[config.mk]
export PLATFORM = sky130hd
export DESIGN_NAME = axi_rdata_fifo
export DESIGN_NICKNAME = d
export VERILOG_FILES = /design/src/rtl/axi_rdata_fifo.sv
export SDC_FILE = /design/constraint.sdc
export NUM_CORES = 2
export LEC_CHECK = 0
export CAP_MARGIN = 20
export CORE_ASPECT_RATIO = 0.5
export CORE_MARGIN = 2
export CORE_UTILIZATION = 54
export CTS_CLUSTER_DIAMETER = 50
export DETAILED_ROUTE_END_ITERATION = 8
export PLACE_DENSITY_LB_ADDON = 0.08
export SYNTH_ARGS = -nofsm -noshare
export SYNTH_HDL_FRONTEND = slang
export SYNTH_SLANG_ARGS = --single-unit
[constraint.sdc]
create_clock -name clock -period 23.8 [get_ports clock]
set_clock_uncertainty 0.2 [all_clocks]
set_input_delay 4.76 -clock clock [delete_from_list [all_inputs] [get_ports clock]]
set_output_delay 4.76 -clock clock [all_outputs]
set_load 0.05 [all_outputs]
[src/rtl/axi_rdata_fifo.sv]
// axi_rdata_fifo: AXI R-channel beat buffer feeding the pixel de-serialiser.
// FWFT head word on idata/ivalid, popped by ird_en; frame-start align pulse.
//
// Ports:
//   clock, rst_n      : clock, synchronous active-low reset
//   flush             : frame-start clear (pointers, count, bursts, underrun)
//   s_rvalid/s_rready : AXI R handshake; s_rdata/s_rlast beat payload
//   ird_en            : consumer pop of the head word
//   idata/ivalid      : head word and its valid (FIFO not empty)
//   ialign            : one-cycle pulse on first valid word after flush/reset
//   count             : words stored; almost_full = count >= AF_LEVEL
//   underrun          : sticky, pop attempted while empty
//   burst_cnt         : accepted last beats since flush
module axi_rdata_fifo #(
  parameter int DSIZE    = 256,
  parameter int DEPTH    = 16,
  parameter int AWIDTH   = 4,
  parameter int AF_LEVEL = 12
) (
  input  logic              clock,
  input  logic              rst_n,
  input  logic              flush,
  input  logic              s_rvalid,
  output logic              s_rready,
  input  logic [DSIZE-1:0]  s_rdata,
  input  logic              s_rlast,
  input  logic              ird_en,
  output logic [DSIZE-1:0]  idata,
  output logic              ivalid,
  output logic              ialign,
  output logic [AWIDTH:0]   count,
  output logic              almost_full,
  output logic              underrun,
  output logic [15:0]       burst_cnt
);

  typedef enum logic {
    ARMED = 1'b0,
    IDLE  = 1'b1
  } align_t;

  logic [DSIZE-1:0]  mem [DEPTH];
  logic [AWIDTH-1:0] wr_ptr;
  logic [AWIDTH-1:0] rd_ptr;
  logic [AWIDTH:0]   count_next;
  logic              push;
  logic              pop;
  align_t            state;
  align_t            state_next;
  logic              ialign_d;

  assign push   = s_rvalid & s_rready;
  assign ivalid = (count != '0);
  assign pop    = ird_en & ivalid;
  assign idata  = mem[rd_ptr];

  assign count_next = count
                    + (AWIDTH+1)'(push)
                    - (AWIDTH+1)'(pop);

  assign almost_full =
    (count >= (AWIDTH+1)'(AF_LEVEL));

  always_ff @(posedge clock) begin
    if (rst_n && !flush && push) begin
      mem[wr_ptr] <= s_rdata;
    end
  end

  // Ready looks at the post-update count, so a full FIFO stays
  // not-ready for the cycle of a pop and reopens one cycle later.
  always_ff @(posedge clock) begin
    if (!rst_n) begin
      wr_ptr    <= '0;
      rd_ptr    <= '0;
      count     <= '0;
      s_rready  <= 1'b0;
      underrun  <= 1'b0;
      burst_cnt <= '0;
    end else if (flush) begin
      wr_ptr    <= '0;
      rd_ptr    <= '0;
      count     <= '0;
      s_rready  <= 1'b0;
      underrun  <= 1'b0;
      burst_cnt <= '0;
    end else begin
      if (push) begin
        wr_ptr <= wr_ptr + 1'b1;
      end
      if (pop) begin
        rd_ptr <= rd_ptr + 1'b1;
      end
      count    <= count_next;
      s_rready <=
        (count_next <= (AWIDTH+1)'(DEPTH-1));
      if (ird_en && !ivalid) begin
        underrun <= 1'b1;
      end
      if (push && s_rlast) begin
        burst_cnt <= burst_cnt + 16'd1;
      end
    end
  end

  always_ff @(posedge clock) begin
    if (!rst_n) begin
      state <= ARMED;
    end else begin
      state <= state_next;
    end
  end

  always_comb begin
    state_next = state;
    unique case (1'b1)
      flush: begin
        state_next = ARMED;
      end
      (state == ARMED)
        && (count_next != '0): begin
        state_next = IDLE;
      end
      default: begin
        state_next = state;
      end
    endcase
  end

  // Pulse is registered against count_next so it lands in the
  // same cycle ivalid first goes high.
  always_comb begin
    ialign_d = (state == ARMED)
             & ~flush
             & (count_next != '0);
  end

  always_ff @(posedge clock) begin
    if (!rst_n) begin
      ialign <= 1'b0;
    end else begin
      ialign <= ialign_d;
    end
  end

endmodule

# After elaboration in Yosys (flattened, before gate mapping)
# Memories as Yosys holds them, arrays and structs flattened. A register that Yosys moved wholly into a read port is not among the register bits.
# Cells that the tools add are included.
# op_classes
addsub,5
n_lt_le_gt_ge,2
n_mux,5
bitwise,7
reduce_logical,11
# op_table
cell,count
$add A16 B1 Y16 const B,1
$reduce_bool A5 Y1,2
$add A4 B1 Y4 const B,2
$mux W4,2
$add A5 B1 Y5,1
$ge A5 B4 Y1 const B,1
$le A5 B4 Y1 const B,1
$logic_and A1 B1 Y1,5
$sub A5 B1 Y5,1
$and A1 B1 Y1,4
$not A1 Y1,3
$logic_not A1 Y1,2
$mux W1,2
$pmux W1 S2,1
$reduce_bool A2 Y1,1
$reduce_or A2 Y1,1
# word_totals
regBits,33
ram_bits,4096
input_bits,262
out_inout_bits,282
wordCells,39
mem_count,1
# memory_table
memory,depth,word_bits,rd,rd_clocked_by_memory_dff,write_ports,line_no,text
mem,16,256,1,1,1,42,logic [DSIZE-1:0] mem [DEPTH];

# Logic depth before layout (Yosys ltp)
# depth
depth_word,6
mapped_depth,14
mapped_depth_nobuf,13

# Worst setup path after synthesis
# No wires, ideal clock.
# synth_timing
kind,input port to flip-flop
from,input s_rvalid
to,memory mem[3][0] (enable)
setup_ns,1.185
arrival_ns,22.606
path_slack_ns,-0.192
stages,4
n_path_buf,1
path_cell_list,and2_1 clkbuf_1 nand3_1 nor3_1
# synth_between
elab_chain_len,4
# synth_lines
element,line_no,text
from (decl),23,"input logic s_rvalid,"
$and A1 B1 Y1,52,assign push = s_rvalid & s_rready;
$logic_and A1 B1 Y1,65,if (rst_n && !flush && push) begin
$mux W1,65,
$mux W1 (implied by the code),66,mem[wr_ptr] <= s_rdata;
to (decl),42,
# Every way passes these cells.

==> out/metrics.yaml <==
cts:
  clk_pin_slew_ns: 0.06
  cts_sinks: 4133
  insertion_delay_ns: 0.87
  cts_tree: "built"
  ctsHoldBuffers: 0
  htree_num_levels: 5
  cts_resized: 0
  cts_root_buf: "clkbuf_16"
  cts_buffers: 356
  post_cts_buffers: 0
  cts_buffer_depth: 4
detailed_routing:
  wl_met3_um: 23520
  drt-vias-per-instance: 6.443
  routed-wl-met2_um: 190100
  antenna_left: 0
  routed.top_layer: "met5"
  drt_iter0_markers: 8183
  met1Wirelength_um: 155000
  wl_per_cell_um: 33.53
  drc: 0
  wl_um: 377200
  dr.pass1.iters: 5
  via_count: 72480
floorplan:
  io_pins: 544
  die_w_um: 759.7
  die_h_um: 381.9
  die_area_mm2: 0.2901
  initial_core_util_pct: 54.39
  design.core.area_mm2: 0.2835
  fp-row-count: 138
grt:
  antenna_found_initial: 60
  grt_first_pass_wirelength_um: 538400
  grt_pass1_vias: 75220
  grt_overflow: 0
  grt_max_degree: 147
  grtUsageTotal_pct: 25.88
sta:
  min_period_over_period_pct: 54.36
  final_hold_viol_count: 0
  rsz0062_at_grt: "no"
  min_period_ns: 12.94
  max_freq_mhz: 77.29
  slew_headroom_pct: 24.53
  fin_setup_tns_ns: 0
  final-max-slew-violation-count: 0
  finalSetupViolations: 0
  tightest_slew_ns: 1.130
job:
  cap_violations: 0
pwr:
  fin_total_pwr_mw: 15.05
  ir_drop_v: 0.00005987
  power.density_mw_per_mm2: 85.72
  p_leak_nw: 53.09
worst_setup_path:
  critPathBufInv: 6
  worstSetupStartpointType: "flop"
  crit_type: "flop to output port"
  crit_path_top_delay_cell: "dfxtp_4"
  crit_path_frequent_cell: "buf_4"
  cp_max_fo: 143
  reg2reg_from: "s_rready$_SDFF_PP0_"
  max_stage_delay_ns: 1.03
  worst_ep_arrival_time_ns: 7.98
  endpoint_kind: "output port"
  cp_data_required_time_ns: 18.84
  crit_family: "buffers and inverters"
  cp_cell_sequence: "buf_4 > buf_12 > buf_4 > buf_4 > buf_4 > mux4_2 > a22oi_1 > nand2_1 > clkdlybuf4s50_1"
hold_path:
  worstHoldPathType: "flop to flop"
  hp-start: "underrun$_SDFFE_PP0P_"
logic_synthesis:
  syn_area_mm2: 0.1542
  syn_area_per_cell_um2: 23.84
  ys_seq_elements: 4133
  synthCells: 6467
  yosysTopAreaCell: "edfxtp_1"
  synth-edff-count: 4096
  synth.most_common_cell: "edfxtp_1"
  yosys-top-cells-area: "edfxtp_1 80%, mux4_2 15%, a22oi_1 1.8%, o22ai_1 0.54%, nand2_1 0.51%"
  synth_nets: 6743
  ys.flop_type: "edfxtp_1"
  synth_common_cells: "4096 x edfxtp_1, 1024 x mux4_2, 378 x a22oi_1"
  yosysWarnings: 0
  ys_seq_area_share_pct: 80.24
  synthArstFlopShare_pct: 0
  yosys.area.top_type_share_pct: 79.76
  yosysUniqueCellTypes: 39
final_layout:
  num-nets-final: 7458
  final.fill_count: 19140
  multiInputGateArea_mm2: 0.02899
  area_growth_pct: 13.85
  final_util_pct: 61.92
  seq_area_mm2: 0.1238
  stdcell_count: 11250
  drive_gt1_share_pct: 22.68
placement:
  io_buffers: 543
  dpl.cell_count: 10600
  routabilityCongestion: 0.7434
  dpl.hpwl_um: 194200
run_status:
  outcome: "finished clean"
==> logic make-up after synthesis <==
family	synth area share (%)
fa+ha+maj	0.1185
compound gates	2.467
flops	80.24
buf+inv	1.069
simple gates	1.032
mux	14.96
xor+xnor	0.1079
==> state kept, by name (all words and copies together) (netlist names), named ones only <==
register,cells
burst_cnt,16
count,5
ialign,1
mem,4096
rd_ptr,4
s_rready,1
state,1
underrun,1
wr_ptr,4
==> area by class of cell <==
cell class	count	share of cell area, %
Inverter	11	0.02352
Clock inverter	178	0.8617
Multi-Input combinational cell	1973	16.51
Antenna cell	14	0.01996
Clock buffer	453	5.439
Tap cell	3780	2.694
Sequential cell	4133	70.49
Timing Repair Buffer	707	3.957
==> layout by cell type (no fill, tap or decap), types with 4 or more instances in the layout <==
| cell | Yosys | layout |
|---|---|---|
| bufinv_16 | 0 | 26 |
| xor2_1 | 11 | 11 |
| xnor2_1 | 8 | 8 |
| o22ai_1 | 134 | 134 |
| a21oi_1 | 10 | 10 |
| diode_2 | 0 | 14 |
| clkinv_2 | 0 | 59 |
| mux4_2 | 1024 | 1024 |
| nand3_1 | 13 | 13 |
| nor3_4 | 0 | 4 |
| clkinvlp_4 | 0 | 10 |
| and2_1 | 6 | 5 |
| edfxtp_1 | 4096 | 4096 |
| clkbuf_1 | 152 | 84 |
| nor2_1 | 109 | 95 |
| buf_4 | 36 | 143 |
| nor2_4 | 0 | 13 |
| ha_1 | 13 | 13 |
| nand2b_1 | 8 | 6 |
| clkbuf_16 | 0 | 369 |
| nand2_1 | 209 | 208 |
| buf_12 | 0 | 17 |
| clkdlybuf4s50_1 | 0 | 543 |
| inv_1 | 11 | 11 |
| clkinv_1 | 0 | 76 |
| and3_1 | 6 | 6 |
| inv_6 | 0 | 4 |
| a22oi_1 | 378 | 378 |
| nand4_1 | 6 | 6 |
| dfxtp_1 | 37 | 34 |
==> final timing paths <==
kind / end / cells past startpoint / slack [ns]
worst max-delay path: idata[212] / 9 / 10.86
worst min-delay path: underrun$_SDFFE_PP0P_ / 2 / 0.30
worst max register to register: mem[0][212]$_DFFE_PP_ / 8 / 17.91
worst min register to register: underrun$_SDFFE_PP0P_ / 2 / 0.30
==> power breakdown <==
part	internal [mW]	switching, mW	total [mW]
Sequential	8.01	0.0194	8.03
Combinational	0.600	0.756	1.36
Clock	3.12	2.54	5.66
Total	11.7	3.32	15.0
==> stage by stage <==
stage / setup WS [ns] / hold WS (ns) / instance area (µm²)
6_report: 10.86 / 0.3029 / 175600
4_1_cts: 10.79 / 0.3039 / 175400
2_1_floorplan: 6.690 / 0.2223 / 154200
5_1_grt: 10.48 / 0.3260 / 175500
3_5_place_dp: 11.73 / 0.2882 / 164400
3_3_place_gp: 11.90 / 0.2682 / 164400
==> layer usage <==
| layer | GRT usage (%) | vias to the layer above |
|---|---|---|
| met5 | 0 | - |
| met4 | 5.592 | 18 |
| met3 | 3.229 | 578 |
| met2 | 43.45 | 2720 |
| met1 | 37.28 | 39870 |
| li1 | - | 29290 |
==> worst register-to-register path, cell delays in order (launching register included) <==
cell and delay [ns]:
dfxtp_1 0.40, and2_1 0.43, nand3_1 0.44, nor3_4 0.31
buf_12 0.54, buf_4 0.96, buf_4 0.59, buf_4 0.86
buf_4 0.76
Power figures use the tool's default switching activity.
